===== src/rtl/mult_io_pkg.sv =====
// Shared definitions for the radix-4 multiplier board I/O front end.
package mult_io_pkg;

    typedef enum logic [1:0] {
        REL   = 2'd0,
        CHK_P = 2'd1,
        PRS   = 2'd2,
        CHK_R = 2'd3
    } deb_state_t;

    localparam int BTN_START  = 0;
    localparam int BTN_GETA   = 1;
    localparam int BTN_GETB   = 2;
    localparam int BTN_PUTOUT = 3;

    // 1 ms at a 50 MHz system clock
    localparam int DEBOUNCE_CYCLES_DEFAULT = 50000;

endpackage


===== src/rtl/button_conditioner_if.sv =====
// Board-side button/switch bundle: raw pads in, conditioned levels and pulses out.
interface button_conditioner_if #(
    parameter int NUM_BTN = 4,
    parameter int SW_W    = 8
) ();

    logic [NUM_BTN-1:0] btn_raw;
    logic [SW_W-1:0]    sw_raw;
    logic [NUM_BTN-1:0] btn_level;
    logic [NUM_BTN-1:0] btn_press;
    logic [NUM_BTN-1:0] btn_release;
    logic [SW_W-1:0]    sw_sync;

    modport master (
        output btn_raw,
        output sw_raw,
        input  btn_level,
        input  btn_press,
        input  btn_release,
        input  sw_sync
    );

    modport slave (
        input  btn_raw,
        input  sw_raw,
        output btn_level,
        output btn_press,
        output btn_release,
        output sw_sync
    );

endinterface


===== src/rtl/button_conditioner_debounce_fsm.sv =====
// One button: optional inversion, multi-flop synchroniser, counted debounce FSM
// with registered level and press/release pulses.
module debounce_fsm
    import mult_io_pkg::*;
#(
    parameter int SYNC_STAGES     = 2,
    parameter int DEBOUNCE_CYCLES = DEBOUNCE_CYCLES_DEFAULT,
    parameter bit BTN_ACTIVE_LOW  = 1'b1
) (
    input  logic clk,
    input  logic rst,
    input  logic i_raw,
    output logic o_level,
    output logic o_press,
    output logic o_release
);

    localparam int CNT_W = $clog2(DEBOUNCE_CYCLES);
    localparam logic [CNT_W-1:0] CNT_LAST = CNT_W'(DEBOUNCE_CYCLES - 1);
    localparam logic [CNT_W-1:0] CNT_ONE  = CNT_W'(1);

    logic                   w_in;
    logic                   w_synced;
    logic [SYNC_STAGES-1:0] r_sync;
    deb_state_t             r_state;
    logic [CNT_W-1:0]       r_cnt;
    logic                   r_level;
    logic                   r_press;
    logic                   r_release;

    // Normalise to 1 = pressed so the synchroniser resets to the released value
    assign w_in     = BTN_ACTIVE_LOW ? ~i_raw : i_raw;
    assign w_synced = r_sync[SYNC_STAGES-1];

    always_ff @(posedge clk or negedge rst) begin
        if (!rst) begin
            r_sync <= '0;
        end else begin
            r_sync <= {r_sync[SYNC_STAGES-2:0], w_in};
        end
    end

    always_ff @(posedge clk or negedge rst) begin
        if (!rst) begin
            r_state   <= REL;
            r_cnt     <= '0;
            r_level   <= 1'b0;
            r_press   <= 1'b0;
            r_release <= 1'b0;
        end else begin
            r_press   <= 1'b0;
            r_release <= 1'b0;
            case (r_state)
                REL: begin
                    r_cnt <= '0;
                    if (w_synced) r_state <= CHK_P;
                end
                CHK_P: begin
                    if (!w_synced) begin
                        r_state <= REL;
                        r_cnt   <= '0;
                    end else if (r_cnt == CNT_LAST) begin
                        r_state <= PRS;
                        r_cnt   <= '0;
                        r_level <= 1'b1;
                        r_press <= 1'b1;
                    end else begin
                        r_cnt <= r_cnt + CNT_ONE;
                    end
                end
                PRS: begin
                    r_cnt <= '0;
                    if (!w_synced) r_state <= CHK_R;
                end
                CHK_R: begin
                    if (w_synced) begin
                        r_state <= PRS;
                        r_cnt   <= '0;
                    end else if (r_cnt == CNT_LAST) begin
                        r_state   <= REL;
                        r_cnt     <= '0;
                        r_level   <= 1'b0;
                        r_release <= 1'b1;
                    end else begin
                        r_cnt <= r_cnt + CNT_ONE;
                    end
                end
                default: begin
                    r_state <= REL;
                    r_cnt   <= '0;
                    r_level <= 1'b0;
                end
            endcase
        end
    end

    assign o_level   = r_level;
    assign o_press   = r_press;
    assign o_release = r_release;

endmodule


===== src/rtl/button_conditioner.sv =====
// Multiplier input front end: per-button debounce instances plus a plain
// synchroniser for the operand data switches.
module button_conditioner
    import mult_io_pkg::*;
#(
    parameter int NUM_BTN         = 4,
    parameter int SW_W            = 8,
    parameter int SYNC_STAGES     = 2,
    parameter int DEBOUNCE_CYCLES = DEBOUNCE_CYCLES_DEFAULT,
    parameter bit BTN_ACTIVE_LOW  = 1'b1
) (
    input logic                 clk,
    input logic                 rst,
    button_conditioner_if.slave bus
);

    logic [NUM_BTN-1:0] w_level;
    logic [NUM_BTN-1:0] w_press;
    logic [NUM_BTN-1:0] w_release;
    logic [SW_W-1:0]    r_sw [SYNC_STAGES];

    for (genvar g = 0; g < NUM_BTN; g++) begin : g_btn
        debounce_fsm #(
            .SYNC_STAGES     (SYNC_STAGES),
            .DEBOUNCE_CYCLES (DEBOUNCE_CYCLES),
            .BTN_ACTIVE_LOW  (BTN_ACTIVE_LOW)
        ) u_deb (
            .clk       (clk),
            .rst       (rst),
            .i_raw     (bus.btn_raw[g]),
            .o_level   (w_level[g]),
            .o_press   (w_press[g]),
            .o_release (w_release[g])
        );
    end

    // Switches are only synchronised; the controller's load strobes qualify capture
    always_ff @(posedge clk or negedge rst) begin
        if (!rst) begin
            for (int i = 0; i < SYNC_STAGES; i++) r_sw[i] <= '0;
        end else begin
            r_sw[0] <= bus.sw_raw;
            for (int i = 1; i < SYNC_STAGES; i++) r_sw[i] <= r_sw[i-1];
        end
    end

    assign bus.btn_level   = w_level;
    assign bus.btn_press   = w_press;
    assign bus.btn_release = w_release;
    assign bus.sw_sync     = r_sw[SYNC_STAGES-1];

endmodule


===== src/flat_wrapper.sv =====
// flat-port wrapper written by rule: the top's interface ports become plain ports
module button_conditioner_flat import mult_io_pkg::*;
#(
    parameter int NUM_BTN         = 4,
    parameter int SW_W            = 8,
    parameter int SYNC_STAGES     = 2,
    parameter int DEBOUNCE_CYCLES = DEBOUNCE_CYCLES_DEFAULT,
    parameter bit BTN_ACTIVE_LOW  = 1'b1
)
  (clk, rst, bus_btn_raw, bus_sw_raw, bus_btn_level, bus_btn_press, bus_btn_release, bus_sw_sync);
  button_conditioner_if #(.NUM_BTN(NUM_BTN), .SW_W(SW_W)) bus_i ();
  input logic clk;
  input logic rst;
  input wire logic [$bits(bus_i.btn_raw)-1:0] bus_btn_raw;
  input wire logic [$bits(bus_i.sw_raw)-1:0] bus_sw_raw;
  output wire logic [$bits(bus_i.btn_level)-1:0] bus_btn_level;
  output wire logic [$bits(bus_i.btn_press)-1:0] bus_btn_press;
  output wire logic [$bits(bus_i.btn_release)-1:0] bus_btn_release;
  output wire logic [$bits(bus_i.sw_sync)-1:0] bus_sw_sync;
  assign bus_i.btn_raw = bus_btn_raw;
  assign bus_i.sw_raw = bus_sw_raw;
  assign bus_btn_level = bus_i.btn_level;
  assign bus_btn_press = bus_i.btn_press;
  assign bus_btn_release = bus_i.btn_release;
  assign bus_sw_sync = bus_i.sw_sync;
  button_conditioner #(.NUM_BTN(NUM_BTN), .SW_W(SW_W), .SYNC_STAGES(SYNC_STAGES), .DEBOUNCE_CYCLES(DEBOUNCE_CYCLES), .BTN_ACTIVE_LOW(BTN_ACTIVE_LOW)) u_core (.clk(clk), .rst(rst), .bus(bus_i));
endmodule

===== config.mk =====
export PLATFORM = sky130hd
export DESIGN_NAME = button_conditioner_flat
export DESIGN_NICKNAME = d
export VERILOG_FILES = /design/src/rtl/mult_io_pkg.sv /design/src/rtl/button_conditioner_if.sv /design/src/rtl/button_conditioner_debounce_fsm.sv /design/src/rtl/button_conditioner.sv /design/src/flat_wrapper.sv
export SDC_FILE = /design/constraint.sdc
export NUM_CORES = 1
export LEC_CHECK = 0
export ABC_AREA = 1
export ABC_CLOCK_PERIOD_IN_PS = 2600
export CAP_MARGIN = 30
export CORE_ASPECT_RATIO = 1.1
export CORE_MARGIN = 1.5
export CORE_UTILIZATION = 45
export CTS_BUF_LIST = sky130_fd_sc_hd__clkbuf_4 sky130_fd_sc_hd__clkbuf_8
export CTS_CLUSTER_DIAMETER = 30
export DETAILED_ROUTE_END_ITERATION = 6
export GPL_TIMING_DRIVEN = 0
export PLACE_DENSITY_LB_ADDON = 0.12
export SYNTH_ARGS = -nofsm -noshare
export SYNTH_HDL_FRONTEND = slang
export SYNTH_HIERARCHICAL = 1
export SYNTH_SLANG_ARGS = --single-unit

===== constraint.sdc =====
create_clock -name clk -period 2.6 [get_ports clk]
set_input_delay 0.78 -clock clk [delete_from_list [all_inputs] [get_ports clk]]
set_output_delay 0.78 -clock clk [all_outputs]
set_load 0.01 [all_outputs]

* Yosys cells after proc, flatten, opt, wreduce, memory -nomap -nowiden
Cells that the tools add are included.
Word-level totals: register bits 108, bits of input ports 14
Cells by class: $add $sub $neg 4, eq/ne operators 48, muxes and demuxes 84, bitwise logic cells 4, reduce and logical (&&, ||, !) cells 20
Operators by type and width (count):
- 16-bit 2-to-1 mux | 12
- 16-bit case mux with 3 select lines | 4
- 16-bit by 1-bit adder with 16-bit output (second input constant) | 4
- 16-bit == test (second input constant) | 4
- 2-bit 2-to-1 mux | 24
- 2-bit inequality test (second input constant) | 24
- 1-bit 2-to-1 mux | 36
- 2-bit case mux with 4 select lines | 4
- 3-bit inequality test (second input constant) | 8
- 5-bit AND reduction | 4
- 2-bit == test (second input constant) | 8
- 4-bit AND reduction | 4
- 2-bit by 1-bit == test with 1-bit output (second input constant) | 4
- 2-bit logical NOT | 4
- 1-bit case mux with 2 select lines | 4
- 2-bit nonzero test | 4
- 2-bit OR reduction | 4
- 1-bit inverter | 4

* Logic depth before layout (Yosys ltp)
Gate-level depths: netlist of the first run.
depth after elaboration 4, depth in mapped cells 8, mapped depth without buffers 8

* Cells and area by module
Netlist of the first run, hierarchy kept.
Modules (own cells, without submodules):
- debounce_fsm (u_core.g_btn[0].u_deb ...) | instances 3, cells an instance 156, area an instance 1221.2 um^2, sequential area each 575.6 um^2
- debounce_fsm (u_core.g_btn[3].u_deb) | instances 1, cells an instance 157, area an instance 1229.9 um^2, sequential area each 575.6 um^2
- button_conditioner | instances 1, cells an instance 24, area an instance 460.4 um^2, sequential area each 400.4 um^2

* Worst setup path after synthesis of the first run
OpenSTA, ideal clock, no wires.
path kind register -> register, start point register u_core.g_btn[3].u_deb.r_cnt[0], end point register u_core.g_btn[3].u_deb.r_cnt[12], data arrival time 1.195 ns, data required time 2.486 ns, path slack 1.291 ns, stages on the path, launching flop included 8, path buffers 0, cell sequence dfrtp_1 -> ha_1 -> nand2_1 -> nor2_2 -> nand3_1 -> or2_0 -> nand2_1 -> nor2_1
Between the ends: longest elaborated chain between the ends 4, elaborated cells between the ends (all ways) 6
Ends and longest elaborated chain:
- start: declaration | line button_conditioner_debounce_fsm.sv:26 | logic [CNT_W-1:0] r_cnt;
- start signal: assignment | line button_conditioner_debounce_fsm.sv:68 | r_cnt <= r_cnt + CNT_ONE;
- start signal: assignment | line button_conditioner_debounce_fsm.sv:85 | r_cnt <= r_cnt + CNT_ONE;
- 16-bit by 1-bit adder with 16-bit output or 16-bit == test (tied branches)
- 16-bit 2-to-1 mux * | line button_conditioner_debounce_fsm.sv:62, button_conditioner_debounce_fsm.sv:79
- 16-bit 2-to-1 mux (on tied branches) | line button_conditioner_debounce_fsm.sv:76, button_conditioner_debounce_fsm.sv:59
- 16-bit case mux with 3 select lines * | line button_conditioner_debounce_fsm.sv:53 | case (r_state)
Every way passes the cells marked *; elsewhere a longest branch is shown, timed or not. A chain may end at the register's enable or synchronous reset.

* Worst setup path after layout of the first run
start point register u_core.r_sw (netlist bit u_core/bus.sw_sync[5]), end point output port bus_sw_sync[5]
RTL lines:
- start: declaration | line button_conditioner.sv:20 | logic [SW_W-1:0] r_sw [SYNC_STAGES];
- end: declaration | line flat_wrapper.sv:19 | output wire logic [$bits(bus_i.sw_sync)-1:0] bus_sw_sync;
No word-level cell between the ends.

==> flow_summary.yaml, run 1 <==
run_status:
  status: "completed"
clocking:
  ctsHoldBuffers: 0
  cts_buffers: 9
  cts_sinks: 108
  cts_resized: 0
  cts_tree: "yes"
  clk_path_buf_depth: 2
  ctsRootBufferMaster: "clkbuf_8"
  post-cts-setup-buffer-count: 0
  clkTransAtPathRegs_ns: 0.09
  clkLatencyLatePin_ns: 0.36
  htreeDepth: 3
global_routing:
  use_met3_pct: 3.002
  overflow: 0
  grt_pass1_wl_mm: 16.70
  antenna_found_initial: 0
  grt_use_met1_pct: 22.32
  track_usage_pct: 16.30
  grt-busiest-layer: "met2"
  grt_max_degree: 63
  met2_usage_pct: 25.44
  first_global_vias: 3739
place:
  portBuffers: 33
  dp.cells: 833
  placed_area_um2: 5897
  dp_hpwl_mm: 6.858
  gp_congestion: 0.8585
cells_and_area:
  final_cells: 848
  utilization_pct: 52.49
  final_layout_size_suffix_gt1_share_pct: 13.90
  finalInstanceArea_um2: 6058
  layout_commonest_cell: "nand2_1"
  nNetsFinal: 712
  n_antenna_cell: 0
  area_growth_pct: 13.16
  final_cell_mix: "150 x nand2_1, 131 x nor2_1, 108 x dfrtp_1, 80 x inv_1, 32 x clkdlybuf4s50_1"
critical_path:
  worstPathArrival_ns: 1.33
  critical_path_class: "flop to output port"
  required_ns: 1.82
  worstSetupEndpointType: "output port"
  path_max_fanout: 1
  start_kind: "flop"
timing:
  worstMarginPinSlew_ns: 0.6027
  rsz0062_at_grt: "no"
  min_period_ns: 2.112
  hold_viol: 0
  holdWs_ns: 0.3560
  drv_slew: 0
  slew_headroom_pct: 59.82
  fmax_ghz: 0.4735
  worst_clock_skew_ns: 0.008079
  fin_tns_setup_ns: 0
  setup_viol: 0
  finalCritPeriodShare_pct: 81.22
job:
  drv_cap: 0
floorplan:
  boundaryPins: 34
  core_area_um2: 11540
  rows: 41
  start_util_pct: 46.38
  chipHeight_um: 117.4
  die-area_um2: 12560
  die_w_um: 107
power:
  worst_ir_drop_vdd_v: 0.0002326
  powerDensity_nw_per_um2: 455.6
  cellLeakagePower_nw: 2.619
logic_synthesis:
  ys.warnings.count: 6
  ys_ff_latch: 108
  netlist_area_um2: 5354
  ys_seq_area_share_pct: 50.48
  synthDistinctLibCells: 29
  synthCells: 649
  syn-num-nets: 667
  syn_area_per_cell_um2: 8.249
drt:
  first_iter_violations: 129
  vias: 3931
  ant_nets: 0
  vias_per_cell: 4.636
  wirelength_mm: 9.285
  drc: 0
  dr.pass1.iters: 4
  wl_per_cell_um: 10.95
min_path:
  hp-class: "flop to flop"
-- sequential cells by signal, indices dropped and copies added (netlist names), named ones only --
register                      cells
u_core/g_btn.u_deb/r_cnt         64
u_core/bus.sw_sync                8
u_core/g_btn.u_deb/r_sync         8
u_core/r_sw                       8
u_core/g_btn.u_deb/o_level        4
u_core/g_btn.u_deb/o_press        4
u_core/g_btn.u_deb/o_release      4
u_core/g_btn.u_deb/r_state        4
-- power breakdown --
group          leakage (nW)  internal, mW  switching, mW
Clock                0.0902         0.372          0.535
Combinational          1.09        0.0538         0.0789
Sequential             1.44          1.71         0.0139
-- area by class of cell --
class / instances / area (um2)
buffer: 8 / 60.06
clock buffer: 12 / 146.4
clock inverter: 3 / 15.01
fill: 1117 / 5484
inverter: 90 / 337.8
multi-input combinational: 443 / 2253
sequential: 108 / 2703
tap: 150 / 187.7
timing repair buffer: 34 / 355.3
-- worst paths after layout --
| check | to | cells past startpoint | slack, ns | from |
|---|---|---|---|---|
| worst min-delay path | u_core/bus.sw_sync[6] | 0 | 0.36 | u_core/r_sw[14] |
| min in group asynchronous | u_core/g_btn[2].u_deb/o_level | 1 | 0.41 | rst |
| worst max register to register | u_core/g_btn[3].u_deb/r_cnt[12] | 7 | 1.09 | u_core/g_btn[3].u_deb/r_cnt[0] |
| worst max-delay path | bus_sw_sync[5] | 2 | 0.49 | u_core/bus.sw_sync[5] |
| max in group asynchronous | u_core/bus.sw_sync[7] | 2 | 1.49 | rst |
| worst min register to register | u_core/bus.sw_sync[6] | 0 | 0.36 | u_core/r_sw[14] |
-- critical path: stages (launching register included) --
cell and delay [ns]:
dfrtp_1 0.37, buf_4 0.12, clkdlybuf4s50_1 0.49
-- per-stage QoR --
step	power, mW	setup WS, ns
after floorplan	1.806	1.291
after global placement	1.884	-3.336
after detailed placement	1.891	0.8687
after CTS	2.817	0.4558
after global routing	2.897	0.4294
final	2.760	0.4882
-- synth_stat cells, drive strengths merged --
cell | count | area [um2]
nand2 | 166 | 673.1
nor2 | 165 | 784.5
dfrtp | 108 | 2703
inv | 87 | 326.6
nand3 | 26 | 187.7
o21ai | 16 | 80.07
xor2 | 16 | 140.1
nor3 | 13 | 70.07
nand4 | 12 | 75.07
a21oi | 11 | 77.58
buf | 8 | 60.06
o21bai | 7 | 63.81
ha | 4 | 50.05
a21boi | 3 | 22.52
clkinv | 3 | 11.26
nand3b | 3 | 22.52
or2 | 1 | 6.260
-- routing by layer --
| metal | vias to the layer above | share of wire, % |
|---|---|---|
| met5 | - | 0 |
| met4 | 0 | 0.97 |
| met3 | 7 | 2.3 |
| met2 | 36 | 47 |
| met1 | 1817 | 50 |
| li1 | 2071 | - |
-- kinds of logic (layout without fill, tap and decap cells) --
group                    count (synthesis)  in the layout  synth area share [%]
adder cells (fa/ha/maj)                  4              4                0.9348
AO/OA/AOI/OAI                           37             37                 4.557
flip-flops                             108            108                 50.48
buffers and inverters                   98            147                 7.432
XOR/XNOR                                16             16                 2.617
AND/OR/NAND/NOR                        386            386                 33.98
Power figures use the tool's default switching activity.
==> run 2: changes to the inputs <==
--- a/config.mk
+++ b/config.mk
@@ -6,7 +6,7 @@
 export NUM_CORES = 1
 export LEC_CHECK = 0
 export ABC_AREA = 1
-export ABC_CLOCK_PERIOD_IN_PS = 2600
+export ABC_CLOCK_PERIOD_IN_PS = 1800
 export CAP_MARGIN = 30
 export CORE_ASPECT_RATIO = 1.1
 export CORE_MARGIN = 1.5
==> constraint.sdc (replaced) <==
create_clock -name clk -period 1.8 [get_ports clk]
set_input_delay 0.54 -clock clk [delete_from_list [all_inputs] [get_ports clk]]
set_output_delay 0.54 -clock clk [all_outputs]
set_load 0.01 [all_outputs]
==> run 2 against run 1 <==
  * Critical path type unchanged
  * First-iteration DRC count unchanged
  * Power up 44%
  * Hold slack worse by 0.19 ns
  * Combinational power up 39%
  * Wire length up 0.96%
  * Global-route usage about the same
==> flow_summary.yaml, run 2 (synthesized netlist as in run 1, its figures left out) <==
drt:
  first_iter_violations: 129
  vias: 3948
  ant_nets: 0
  wl_per_cell_um: 11.05
  dr.pass1.iters: 4
  drc: 0
  vias_per_cell: 4.656
  wirelength_mm: 9.374
clocking:
  post-cts-setup-buffer-count: 0
  clkTransAtPathRegs_ns: 0.09
  cts_buffers: 9
  cts_sinks: 108
  cts_tree: "yes"
  clkLatencyLatePin_ns: 0.36
  ctsHoldBuffers: 0
  ctsRootBufferMaster: "clkbuf_8"
  htreeDepth: 3
  clk_path_buf_depth: 2
global_routing:
  overflow: 0
  track_usage_pct: 16.31
  antenna_found_initial: 0
  grt_max_degree: 63
  grt_pass1_wl_mm: 16.71
  first_global_vias: 3747
critical_path:
  cp_num_buf_inv: 1
  crit_chain: "clkdlybuf4s50_1"
  critPathSlowestCell: "clkdlybuf4s50_1"
  rrSetupSlack_ns: 0.28
  required_ns: 1.26
  crit_family: "buffers and inverters"
  start_kind: "flop"
  path_max_fanout: 1
  cpPeakStageDelay_ns: 0.52
  worstPathArrival_ns: 1.21
  worstSetupEndpointType: "output port"
  critical_path_class: "flop to output port"
cells_and_area:
  nNetsFinal: 712
  final_layout_size_suffix_gt1_share_pct: 13.90
  final_cell_mix: "150 x nand2_1, 131 x nor2_1, 108 x dfrtp_1, 80 x inv_1, 19 x nand3_1"
  final_cells: 848
  n_antenna_cell: 0
  area_growth_pct: 13.06
  largest_register_ffs: 64
  nFillCells: 1119
  layout_commonest_cell: "nand2_1"
  largest-register: "u_core/g_btn.u_deb/r_cnt"
timing:
  rsz0062_at_grt: "no"
  min_period_ns: 1.752
  worst_clock_skew_ns: 0.008868
  drv_slew: 0
  setup_viol: 0
  slew_headroom_pct: 59.77
  worstMarginPinSlew_ns: 0.6035
  fmax_ghz: 0.5709
  hold_viol: 0
  finalCritPeriodShare_pct: 97.31
  holdWs_ns: 0.1703
power:
  cellLeakagePower_nw: 2.752
  worst_ir_drop_vdd_v: 0.0003369
  power.total_mw: 3.984
  powerDensity_nw_per_um2: 658.2
floorplan:
  die_w_um: 107
  die-area_um2: 12560
  boundaryPins: 34
  rows: 41
  start_util_pct: 46.38
  chipHeight_um: 117.4
  core_area_um2: 11540
job:
  drv_cap: 0
place:
  dp.cells: 833
  dp_hpwl_mm: 6.858
  portBuffers: 33
  gp_congestion: 0.8585
run_status:
  status: "completed"
min_path:
  hp-class: "input port to asynchronous set/reset pin"
==> run 2: cell count changes in the layout (fill, tap and decap cells not counted) <==
| cell | previous run | this run |
|---|---|---|
| clkdlybuf4s50_1 | 32 | 13 |
| dlymetal6s2s_1 | 0 | 5 |
| dlygate4sd2_1 | 0 | 14 |
==> run 2: report_power, final <==
| group | switching [mW] | internal (mW) | total (mW) |
|---|---|---|---|
| combinational | 0.114 | 0.0710 | 0.185 |
| clock | 0.778 | 0.538 | 1.32 |
| sequential | 0.0201 | 2.46 | 2.48 |
==> run 2: cell type report <==
type	instances	area, um2	area share [%]
multi-input combinational	443	2253	37.23
clock inverter	3	15.01	0.2480
tap	150	187.7	3.100
timing repair buffer	34	350.3	5.788
clock buffer	12	146.4	2.418
buffer	8	60.06	0.9921
sequential	108	2703	44.65
inverter	90	337.8	5.581
==> run 2: path summary, 6_finish.rpt <==
kind	start	endpoint	cells after the start
setup / recovery	u_core/g_btn[2].u_deb/o_release	bus_btn_release[2]	1
hold / removal	rst	u_core/g_btn[2].u_deb/o_level	1
setup reg to reg	u_core/g_btn[3].u_deb/r_cnt[0]	u_core/g_btn[3].u_deb/r_cnt[12]	7
hold reg to reg	u_core/r_sw[14]	u_core/bus.sw_sync[6]	0
max in group asynchronous	rst	u_core/bus.sw_sync[7]	2
min in group clk	u_core/r_sw[14]	u_core/bus.sw_sync[6]	0
==> run 2: through the flow <==
step                      worst slack [ns]  TNS [ns]  instance area (um2)  util (%)
after CTS                         0.001790         0                 6041     52.34
after global placement              -3.896   -420.01                 5872     50.87
after global routing              0.001397         0                 6053     52.44
after detailed placement            0.2950         0                 5897     51.09
final                              0.04848         0                 6053     52.44
after floorplan                     0.4912         0                 5354         -
==> run 2: what timing repair did <==
action / in CTS / in global routing
endpoints found under the setup margin: 14 / 5
endpoints found under the hold margin: 0 / 0
resized for setup: 14 / 5
pin swaps: 0 / 0
==> run 2: layer usage <==
layer  track usage, %  wire (um)  vias to the layer above
li1                 -          -                     2073
met1            22.25       4695                     1826
met2            25.56       4332                       42
met3            3.002        244                        7
met4            6.667        102                        0
met5                0          0                        -
